--- src/rtl/mask_pkg.sv ---
// Shared types, derived constants and parameter legality for the M-ASK transmitter.
package mask_pkg;

   typedef enum logic [0:0] {
      ST_IDLE = 1'b0,
      ST_SEND = 1'b1
   } state_e;

   function automatic int num_levels(input int k);
      return 32'sd1 << k;
   endfunction

   function automatic int syms_per_word(input int data_w, input int k);
      return data_w / k;
   endfunction

   function automatic int clog2_min1(input int n);
      return (n > 32'sd1) ? $clog2(n) : 32'sd1;
   endfunction

   function automatic bit params_legal(input int data_w, input int k, input int sps,
                                       input int phase_w, input int sample_w);
      return (k >= 32'sd1) && (k <= 32'sd4) && (data_w >= k) && ((data_w % k) == 32'sd0) &&
             (sps >= 32'sd2) && (sps <= 32'sd4095) && (phase_w >= 32'sd2) && (sample_w >= 32'sd2);
   endfunction

endpackage

--- src/rtl/mask_sine_rom.sv ---
// Full-period signed sine table built at elaboration, one-cycle registered read.
module mask_sine_rom #(
   parameter int PHASE_W  = 8,
   parameter int SAMPLE_W = 16
) (
   input  logic                       clk,
   input  logic [PHASE_W-1:0]         addr,
   output logic signed [SAMPLE_W-1:0] data
);
   localparam int  DEPTH = 32'sd1 << PHASE_W;
   localparam real PI    = 3.14159265358979323846;
   localparam real AMP   = real'((64'sd1 <<< (SAMPLE_W - 1)) - 64'sd1);

   logic signed [SAMPLE_W-1:0] rom_s [DEPTH];

   for (genvar i = 0; i < DEPTH; i++) begin : g_rom
      localparam real VAL = AMP * $sin(2.0 * PI * real'(i) / real'(DEPTH));
      // Round half away from zero so the table is symmetric about zero.
      localparam int  RND = (VAL >= 0.0) ? $rtoi(VAL + 0.5) : -$rtoi(0.5 - VAL);
      assign rom_s[i] = SAMPLE_W'(RND);
   end

   always_ff @(posedge clk) begin
      data <= rom_s[addr];
   end

endmodule

--- src/rtl/mask_tx.sv ---
// M-ASK transmitter: each word leaves MSB-first as SPS-sample sine bursts whose
// amplitude is the symbol level; a one-word buffer allows gap-free streaming.
module mask_tx
   import mask_pkg::*;
#(
   parameter int DATA_W       = 16,
   parameter int BITS_PER_SYM = 1,
   parameter int SPS          = 50,
   parameter int SAMPLE_W     = 16,
   parameter int PHASE_W      = 8,
   parameter int PHASE_INC    = 32
) (
   input  logic                       sys_clk,
   input  logic                       sys_rst,
   input  logic [DATA_W-1:0]          data_in,
   input  logic                       data_valid,
   output logic                       data_ready,
   output logic signed [SAMPLE_W-1:0] tx,
   output logic                       tx_valid,
   output logic                       sym_start,
   output logic                       busy
);
   localparam int K      = BITS_PER_SYM;
   localparam int M      = num_levels(K);
   localparam int SYMS   = syms_per_word(DATA_W, K);
   localparam int CNT_W  = clog2_min1(SPS);
   localparam int SYM_W  = clog2_min1(SYMS);
   localparam int PROD_W = SAMPLE_W + K + 1;
   localparam logic [CNT_W-1:0]         SPS_LAST = CNT_W'(SPS - 32'sd1);
   localparam logic [SYM_W-1:0]         SYM_LAST = SYM_W'(SYMS - 32'sd1);
   localparam logic signed [PROD_W-1:0] LVL_DIV  = PROD_W'(M - 32'sd1);
   localparam logic [PHASE_W-1:0]       PH_STEP  = PHASE_W'(PHASE_INC);

   if (!params_legal(DATA_W, BITS_PER_SYM, SPS, PHASE_W, SAMPLE_W)) begin : g_bad_params
      $error("mask_tx: illegal parameter combination");
   end

   state_e                     state_r, state_nx_s;
   logic [DATA_W-1:0]          shift_r, buf_r;
   logic                       buf_empty_r;
   logic [CNT_W-1:0]           sample_cnt_r;
   logic [SYM_W-1:0]           sym_cnt_r;
   logic [PHASE_W-1:0]         phase_r;
   logic                       accept_s, sym_end_s, last_s;
   logic                       load_in_s, load_buf_s, store_s;
   logic signed [SAMPLE_W-1:0] sine_r;
   logic [K-1:0]               lvl1_r;
   logic                       vld1_r, sst1_r;
   logic signed [SAMPLE_W-1:0] tx_r;
   logic                       tx_valid_r, sym_start_r;
   logic signed [PROD_W-1:0]   sine_ext_s, lvl_ext_s, prod_s;

   mask_sine_rom #(
      .PHASE_W  (PHASE_W),
      .SAMPLE_W (SAMPLE_W)
   ) u_rom (
      .clk  (sys_clk),
      .addr (phase_r),
      .data (sine_r)
   );

   // State register.
   always_ff @(posedge sys_clk) begin
      if (sys_rst) state_r <= ST_IDLE;
      else         state_r <= state_nx_s;
   end

   // Next state plus load/store steering; on the final sample a buffered word
   // wins, otherwise a word arriving that same cycle bypasses the buffer.
   always_comb begin
      state_nx_s = state_r;
      load_in_s  = 1'b0;
      load_buf_s = 1'b0;
      store_s    = 1'b0;
      accept_s   = data_valid & buf_empty_r;
      sym_end_s  = (state_r == ST_SEND) && (sample_cnt_r == SPS_LAST);
      last_s     = sym_end_s && (sym_cnt_r == SYM_LAST);
      case (state_r)
         ST_IDLE: begin
            if (accept_s) begin
               state_nx_s = ST_SEND;
               load_in_s  = 1'b1;
            end else begin
               state_nx_s = ST_IDLE;
            end
         end
         ST_SEND: begin
            if (last_s && !buf_empty_r) load_buf_s = 1'b1;
            else if (last_s && accept_s) load_in_s = 1'b1;
            else if (last_s)             state_nx_s = ST_IDLE;
            else if (accept_s)           store_s = 1'b1;
            else                         store_s = 1'b0;
         end
         default: state_nx_s = ST_IDLE;
      endcase
   end

   // Sine times level in a width that cannot overflow before the divide.
   always_comb begin
      sine_ext_s = {{(K + 1){sine_r[SAMPLE_W-1]}}, sine_r};
      lvl_ext_s  = {{(SAMPLE_W + 1){1'b0}}, lvl1_r};
      prod_s     = sine_ext_s * lvl_ext_s;
   end

   // Word sequencing, input buffer, carrier phase and the output pipeline.
   always_ff @(posedge sys_clk) begin
      if (sys_rst) begin
         shift_r      <= {DATA_W{1'b0}};
         buf_r        <= {DATA_W{1'b0}};
         buf_empty_r  <= 1'b1;
         sample_cnt_r <= {CNT_W{1'b0}};
         sym_cnt_r    <= {SYM_W{1'b0}};
         phase_r      <= {PHASE_W{1'b0}};
         lvl1_r       <= {K{1'b0}};
         vld1_r       <= 1'b0;
         sst1_r       <= 1'b0;
         tx_r         <= {SAMPLE_W{1'b0}};
         tx_valid_r   <= 1'b0;
         sym_start_r  <= 1'b0;
      end else begin
         if (load_in_s)       shift_r <= data_in;
         else if (load_buf_s) shift_r <= buf_r;
         else if (sym_end_s)  shift_r <= shift_r << K;

         if (store_s) begin
            buf_r       <= data_in;
            buf_empty_r <= 1'b0;
         end else if (load_buf_s) begin
            buf_empty_r <= 1'b1;
         end

         if (state_r == ST_SEND) begin
            sample_cnt_r <= sym_end_s ? {CNT_W{1'b0}} : sample_cnt_r + CNT_W'(1'b1);
            if (last_s)         sym_cnt_r <= {SYM_W{1'b0}};
            else if (sym_end_s) sym_cnt_r <= sym_cnt_r + SYM_W'(1'b1);
            phase_r <= phase_r + PH_STEP;
         end else begin
            sample_cnt_r <= {CNT_W{1'b0}};
            sym_cnt_r    <= {SYM_W{1'b0}};
            phase_r      <= {PHASE_W{1'b0}};
         end

         vld1_r      <= (state_r == ST_SEND);
         lvl1_r      <= shift_r[DATA_W-1 -: K];
         sst1_r      <= (state_r == ST_SEND) && (sample_cnt_r == {CNT_W{1'b0}});
         tx_r        <= vld1_r ? SAMPLE_W'(prod_s / LVL_DIV) : {SAMPLE_W{1'b0}};
         tx_valid_r  <= vld1_r;
         sym_start_r <= sst1_r;
      end
   end

   assign data_ready = buf_empty_r;
   assign tx         = tx_r;
   assign tx_valid   = tx_valid_r;
   assign sym_start  = sym_start_r;
   assign busy       = (state_r == ST_SEND);

endmodule

--- config.mk ---
export PLATFORM = sky130hd
export DESIGN_NAME = mask_tx
export DESIGN_NICKNAME = d
export VERILOG_FILES = /design/src/rtl/mask_pkg.sv /design/src/rtl/mask_sine_rom.sv /design/src/rtl/mask_tx.sv
export SDC_FILE = /design/constraint.sdc
export NUM_CORES = 1
export LEC_CHECK = 0
export CAP_MARGIN = 20
export CORE_ASPECT_RATIO = 0.8
export CORE_MARGIN = 2
export CORE_UTILIZATION = 39
export DETAILED_ROUTE_END_ITERATION = 6
export DONT_BUFFER_PORTS = 1
export GPL_TIMING_DRIVEN = 0
export SLEW_MARGIN = 20
export SYNTH_ARGS = -nofsm -noshare
export SYNTH_HDL_FRONTEND = slang
export SYNTH_SLANG_ARGS = --single-unit
--- constraint.sdc ---
create_clock -name sys_clk -period 5.47 [get_ports sys_clk]
set_input_delay 0.547 -clock sys_clk [delete_from_list [all_inputs] [get_ports sys_clk]]
set_output_delay 0.547 -clock sys_clk [all_outputs]
set_load 0.02 [all_outputs]
==> impl_metrics.env, run 1 <==
export IMPL_run_status="finished clean"
export IMPL_crit_path_start_kind="flip-flop"
export IMPL_register_area_um2=1241
export IMPL_viasPerCell=5.028
export IMPL_io_pins=39
export IMPL_gr_usage_all_layers_pct=15.27
export IMPL_antenna_found_initial=0
export IMPL_synth_edff_count=0
export IMPL_fp_row_count=26
export IMPL_ir_drop_v=0.0001286
export IMPL_root_buffer="clkbuf_8"
export IMPL_grt_overflow_total=0
export IMPL_fin_crit_ns=2.295
export IMPL_place_ws_ns=3.139
export IMPL_fin_crit_sh_pct=41.95
export IMPL_fin_nets=297
export IMPL_drc_errors=0
export IMPL_p_leak_nw=1.174
export IMPL_fin_setup_tns_ns=0
export IMPL_clk_latency_ns=0.35
export IMPL_synth_seq_area_share_pct=46.86
export IMPL_postCtsSetupBuffers=0
export IMPL_diodes=0
export IMPL_hold_slack_ns=0.3066
export IMPL_cts_sinks=62
export IMPL_path_cells="inv_1 > ha_1 > and4_1 > buf_6 > a211oi_1 > clkbuf_1 > nand2_1 > o221ai_2"
export IMPL_start_util_pct=40.92
export IMPL_crit_arrival_ns=2.57
export IMPL_grt_start_max_net_pins=13
export IMPL_grt_pass1_wl_um=8542
export IMPL_fmax_mhz=435.8
export IMPL_hold_path_class="primary input to flip-flop"
export IMPL_synthFlopType="dfxtp_1"
export IMPL_synth_cells=260
export IMPL_tightest_slew_ns=0.7003
export IMPL_first_global_vias=1735
export IMPL_max_stage_delay_ns=0.62
export IMPL_htree_levels=3
export IMPL_power_share_sequential_pct=48.8
export IMPL_avgSynthCellArea_um2=10.19
export IMPL_via_count=1810
export IMPL_slowest_stage="a211oi_1"
export IMPL_place_hpwl_um=3449
export IMPL_internal_power_w=0.0007516
export IMPL_endpoint_kind="flip-flop"
export IMPL_clk_pin_slew_worst_paths_ns=0.08
export IMPL_wl_um=5106
export IMPL_layout_setup_ws_ns=3.175
export IMPL_syn_nets=286
export IMPL_clockBufferDepth=2
export IMPL_ys_ff_latch=62
export IMPL_port_buffers=0
export IMPL_async_reset_ff_share_pct=0
export IMPL_routabilityCongestion=0.7998
export IMPL_dieArea_um2=7471
export IMPL_drtPass1Iterations=4
export IMPL_dieHeight_um=77.71
export IMPL_finalNonFillerCells=360
export IMPL_ant_nets=0
export IMPL_final_common_cell="dfxtp_1"
export IMPL_p_per_area_nw_per_um2=332.6
export IMPL_numCtsBuffers=9
export IMPL_dp_cells=344
export IMPL_slew_violations=0
export IMPL_clockPowerShare_pct=45.7
export IMPL_ys_types=35
export IMPL_syn_area_um2=2649
export IMPL_wl_per_cell_um=14.18
export IMPL_rsz0062_at_grt="no"
export IMPL_core_um2=6474
export IMPL_swShare_pct=24.06
export IMPL_skew_ns=0.009525
export IMPL_setup_viol=0
export IMPL_power_switching_w=0.0002381
export IMPL_syn_to_final_growth_pct=12.33
export IMPL_hold_viol=0
export IMPL_multiInputGateArea_um2=1156
export IMPL_crit_fanout=10
export IMPL_cts_tree="done"
export IMPL_ys_warnings_count=0
export IMPL_drive_gt1_share_pct=17.75
export IMPL_cp_required_ns=5.74
export IMPL_fillers=622
export IMPL_post_cts_resized=0
export IMPL_drt_iter0_markers=74
export IMPL_drv_cap=0
export IMPL_crit_type="flip-flop to flip-flop"
export IMPL_final_cell_mix="dfxtp_1 (62), mux2i_1 (32), nor2_1 (26), inv_1 (22), nand2_1 (20)"
export IMPL_power_frac_comb_pct=5.5
export IMPL_slew_limit_headroom_pct=53.03
export IMPL_die_w_um=96.14
export IMPL_hold_buffers=0
## state kept, by name, indices dropped and copies added, names as in the netlist, 3 cells and up
signal        cells
tx                5
sample_cnt_r      6
buf_r            16
sym_cnt_r         4
shift_r          16
phase_r           3
u_rom.data        5
## logic make-up after synthesis
| family | synth area share [%] |
|---|---|
| compound gates | 10.63 |
| xor+xnor | 1.984 |
| fa+ha+maj | 3.306 |
| buf+inv | 9.495 |
| flops | 46.86 |
| mux | 12.52 |
| simple gates | 15.21 |
## per-stage QoR
stage	cell area [um2]	utilization (%)	total power, W
final	2975	45.96	0.0009897
after global routing	2975	45.96	0.001032
after CTS	2975	45.96	0.0009993
after detailed placement	2754	42.54	0.0005487
after global placement	2754	42.54	0.0005473
after floorplan	2649	-	0.0005354
## area by class of cell
class / count / area share [%]
clock buffers: 9 / 4.163
clock inverters: 7 / 3.280
well taps: 84 / 3.532
multi-input cells: 154 / 38.86
inverters: 22 / 2.775
flip-flops and latches: 62 / 41.72
plain buffers: 22 / 5.677
## cells in the mapped netlist, types with 2 or more instances
cell type | count | share of area [%]
o21ai_0 | 2 | 0.38
ha_1 | 7 | 3.3
a21oi_1 | 5 | 0.94
nand4_1 | 3 | 0.71
and3_1 | 8 | 1.9
and2_1 | 2 | 0.47
nand3_1 | 6 | 1.1
buf_2 | 2 | 0.38
nor2b_1 | 4 | 0.94
xnor2_1 | 3 | 0.99
dfxtp_1 | 62 | 47
o221ai_2 | 10 | 5.7
buf_4 | 14 | 4.0
and4_1 | 2 | 0.66
buf_6 | 2 | 0.85
clkbuf_1 | 3 | 0.43
or3_1 | 3 | 0.71
nand2_1 | 20 | 2.8
a31oi_1 | 3 | 0.71
inv_1 | 22 | 3.1
nor2_1 | 26 | 3.7
o221ai_1 | 5 | 1.7
mux2i_1 | 32 | 12
xor2_1 | 3 | 0.99
## worst max-delay path: cells and delay by family, from the launching register on
family | cells | cell delay (ns)
flip-flops | 1 | 0.36
AO/OA/AOI/OAI | 2 | 0.69
AND/OR/NAND/NOR | 2 | 0.32
buffers and inverters | 3 | 0.67
adder cells (fa/ha/maj) | 1 | 0.17
## power by group through the flow
stage / sequential (W) / clock (W) / combinational (W)
floorplan: 0.000490 / 0 / 0.0000452
global placement: 0.000494 / 0 / 0.0000537
detailed placement: 0.000494 / 0 / 0.0000550
CTS: 0.000483 / 0.000461 / 0.0000554
global route: 0.000486 / 0.000484 / 0.0000619
finish: 0.000483 / 0.000452 / 0.0000545
## worst paths after layout
check,slack [ns],to,cells past startpoint,from
hold / removal,0.31,lvl1_r,1,sys_rst
setup reg to reg,3.18,shift_r[2],8,sample_cnt_r[1]
setup / recovery,3.18,shift_r[2],8,sample_cnt_r[1]
hold reg to reg,0.45,sym_start,1,sst1_r
## routing by layer
metal / global-route usage, % / vias to the layer above / wire length, um
li1: - / 912 / -
met1: 19.33 / 848 / 2487
met2: 22.15 / 43 / 2189
met3: 8.252 / 7 / 364
met4: 4.714 / 0 / 64
met5: 0 / - / 0
(Power assumes the default switching activity.)
==> inputs of run 2 (changes only) <==
--- a/config.mk
+++ b/config.mk
@@ -5,6 +5,7 @@
 export SDC_FILE = /design/constraint.sdc
 export NUM_CORES = 1
 export LEC_CHECK = 0
+export ABC_AREA = 1
 export CAP_MARGIN = 20
 export CORE_ASPECT_RATIO = 0.8
 export CORE_MARGIN = 2
==> constraint.sdc (replaced) <==
create_clock -name sys_clk -period 2.2 [get_ports sys_clk]
set_input_delay 0.22 -clock sys_clk [delete_from_list [all_inputs] [get_ports sys_clk]]
set_output_delay 0.22 -clock sys_clk [all_outputs]
set_load 0.02 [all_outputs]
==> run 2 against run 1 <==
- register-to-register slack worse by 2.9 ns
- synthesized cell count is 50% higher
- sequential cell count unchanged
- clock skew is 0.0020 ns higher
- hold slack worse by 0.27 ns
- non-clock buffer count rose by 7
- combinational power grew to 5.9 times the previous value
- maximum frequency rose by 18%
- global-route usage grew 2.9 points
- count of clock-buffer cells in the layout rose by 1
- sequential share of layout area shrank 4.7 points
- critical endpoint is now shift_r[4]
- highest routed layer unchanged
==> impl_metrics.env, run 2 <==
export IMPL_dieArea_um2=8402
export IMPL_io_pins=39
export IMPL_die_w_um=102.0
export IMPL_p_total_w=0.002670
export IMPL_dp_cells=494
export IMPL_yosysMostFrequentCell="nand2_1"
export IMPL_skew_ns=0.01153
export IMPL_slew_violations=0
export IMPL_drt_iter0_markers=158
export IMPL_crit_path_start_kind="flip-flop"
export IMPL_async_reset_ff_share_pct=0
export IMPL_synth_area_leaders="dfxtp_1 (41%), nand2_1 (13%), nand3_1 (6.0%)"
export IMPL_cp_required_ns=2.38
export IMPL_drc_errors=0
export IMPL_final_common_cell="nand2_1"
export IMPL_viasPerCell=4.804
export IMPL_gr_usage_all_layers_pct=18.17
export IMPL_clk_latency_ns=0.34
export IMPL_wl_um=6845
export IMPL_yosysTopAreaCell="dfxtp_1"
export IMPL_crit_arrival_ns=2.14
export IMPL_syn_to_final_growth_pct=11.86
export IMPL_ys_types=33
export IMPL_clk_pin_slew_worst_paths_ns=0.07
export IMPL_run_status="finished clean"
export IMPL_top_regs="buf_r: 16 flops, shift_r: 16 flops, sample_cnt_r: 6 flops"
export IMPL_rsz0062_at_grt="no"
export IMPL_synth_commonest_cells="nand2_1 (104), dfxtp_1 (62), inv_1 (42), nand3_1 (36), nor2_1 (22)"
export IMPL_fin_nets=426
export IMPL_antenna_found_initial=0
export IMPL_hold_end="buf_r[6]"
export IMPL_r2r_cells=8
export IMPL_synth_cells=389
export IMPL_postCtsSetupBuffers=0
export IMPL_root_buffer="clkbuf_8"
export IMPL_diodes=0
export IMPL_fmax_mhz=512.4
export IMPL_register_area_um2=1241
export IMPL_crit_fanout=10
export IMPL_r2r_setup_slack_ns=0.25
export IMPL_yosys_area_top_type_share_pct=41.44
export IMPL_setup_viol=0
export IMPL_clockBufferDepth=2
export IMPL_hp_start="data_in[6]"
export IMPL_slew_limit_headroom_pct=42.37
export IMPL_syn_nets=415
export IMPL_fillers=804
export IMPL_start_util_pct=40.33
export IMPL_drv_cap=0
export IMPL_via_count=2450
export IMPL_final_cell_mix="nand2_1 (104), dfxtp_1 (62), inv_1 (42), nand3_1 (36), nor2_1 (22)"
export IMPL_ys_ff_latch=62
export IMPL_fp_row_count=28
export IMPL_synth_seq_area_share_pct=41.44
export IMPL_avgSynthCellArea_um2=7.700
export IMPL_cts_tree="done"
export IMPL_syn_area_um2=2995
export IMPL_port_buffers=0
export IMPL_core_um2=7427
export IMPL_p_per_area_nw_per_um2=796.9
export IMPL_grt_pass1_wl_um=11540
export IMPL_htree_levels=3
export IMPL_place_hpwl_um=4805
export IMPL_drive_gt1_share_pct=19.01
export IMPL_ys_warnings_count=0
export IMPL_hold_viol=0
export IMPL_hold_path_class="primary input to flip-flop"
export IMPL_fin_setup_tns_ns=0
export IMPL_tightest_slew_ns=0.8644
export IMPL_fin_crit_sh_pct=88.71
export IMPL_synthFlopType="dfxtp_1"
export IMPL_fin_crit_ns=1.952
export IMPL_numCtsBuffers=9
export IMPL_r2r_start="data_ready"
export IMPL_crit_type="flip-flop to flip-flop"
export IMPL_worstHoldPathCells=2
export IMPL_dieHeight_um=82.39
export IMPL_p_leak_nw=1.387
export IMPL_multiInputGateArea_um2=1373
export IMPL_reg2reg_to="shift_r[4]"
export IMPL_wl_per_cell_um=13.42
export IMPL_synth_edff_count=0
export IMPL_finalNonFillerCells=510
export IMPL_endpoint_kind="flip-flop"
export IMPL_grt_start_max_net_pins=12
export IMPL_cts_sinks=62
export IMPL_ir_drop_v=0.0003373
export IMPL_drtPass1Iterations=4
export IMPL_first_global_vias=2325
export IMPL_ant_nets=0
export IMPL_routabilityCongestion=0.8206
export IMPL_grt_overflow_total=0
[run 2: cell types whose count changed in the layout (fill, tap and decap cells not counted), sizes merged, moves of 16 or more]
cell    before  now
nand3        6   36
mux2i       32    0
o211ai       1   17
nand2       21  117
a21oi        5   34
inv         23   45
[run 2: how the worst max path moves through the flow]
stage / end / start
after global routing: shift_r[4] / data_ready
after floorplan: shift_r[10] / busy
after CTS: buf_r[11] / data_ready
final: shift_r[4] / data_ready
after detailed placement: buf_r[11] / data_ready
after global placement: buf_r[13] / data_ready
[run 2: area by class of cell]
class	instances	share of cell area (%)
buffer	29	6.087
tap	105	3.921
sequential	62	37.04
inverter	46	5.340
multi-input combinational	252	40.96
clock buffer	10	4.108
clock inverter	6	2.539
[run 2: where the power goes]
group,internal (W),switching (W)
registers,0.00118,0.0000454
clock network,0.000664,0.000453
logic,0.000113,0.000212
[run 2: what timing repair did]
action                                  4_1_cts  5_1_grt
hold buffers                                  0        0
resized for setup                             0        1
endpoints found under the setup margin        0       10
[run 2: critical path, stage by stage (launching register included)]
cell      delay (ns)
dfxtp_1         0.55
nand2_1         0.35
inv_2           0.29
nand2_1         0.08
o211ai_1        0.11
inv_2           0.10
buf_6           0.16
nand2_1         0.10
a21oi_2         0.06
[run 2: routing by layer]
| layer | share of wire (%) | GRT usage, % | up-vias | routed length (um) |
|---|---|---|---|---|
| met4 | 1.8 | 6.267 | 0 | 121 |
| met3 | 8.3 | 7.155 | 11 | 571 |
| met2 | 43 | 26.45 | 79 | 2971 |
| met5 | 0 | 0 | - | 0 |
| met1 | 46 | 24.48 | 1109 | 3181 |
| li1 | - | - | 1251 | - |
[run 2: stage by stage]
| stage | worst slack [ns] | util (%) | instance area, um2 | hold WS (ns) |
|---|---|---|---|---|
| finish | 0.2483 | 45.11 | 3351 | 0.03766 |
| global placement | 0.08920 | 42.10 | 3127 | 0.3869 |
| global route | 0.1105 | 45.11 | 3351 | 0.02668 |
| floorplan | 0.6493 | - | 2995 | 0.3844 |
| CTS | 0.04435 | 45.10 | 3349 | 0.02301 |
| detailed placement | 0.06732 | 42.10 | 3127 | 0.3943 |
[run 2: kinds of logic (layout without fill, tap and decap cells)]
| logic type | count (synthesis) | in the layout | share of synthesized area (%) |
|---|---|---|---|
| flip-flops | 62 | 62 | 41.44 |
| AND/OR/NAND/NOR | 188 | 188 | 29.20 |
| adder cells (fa/ha/maj) | 7 | 7 | 2.924 |
| AO/OA/AOI/OAI | 53 | 53 | 12.53 |
| XOR/XNOR | 4 | 4 | 1.169 |
| buffers and inverters | 75 | 91 | 12.74 |
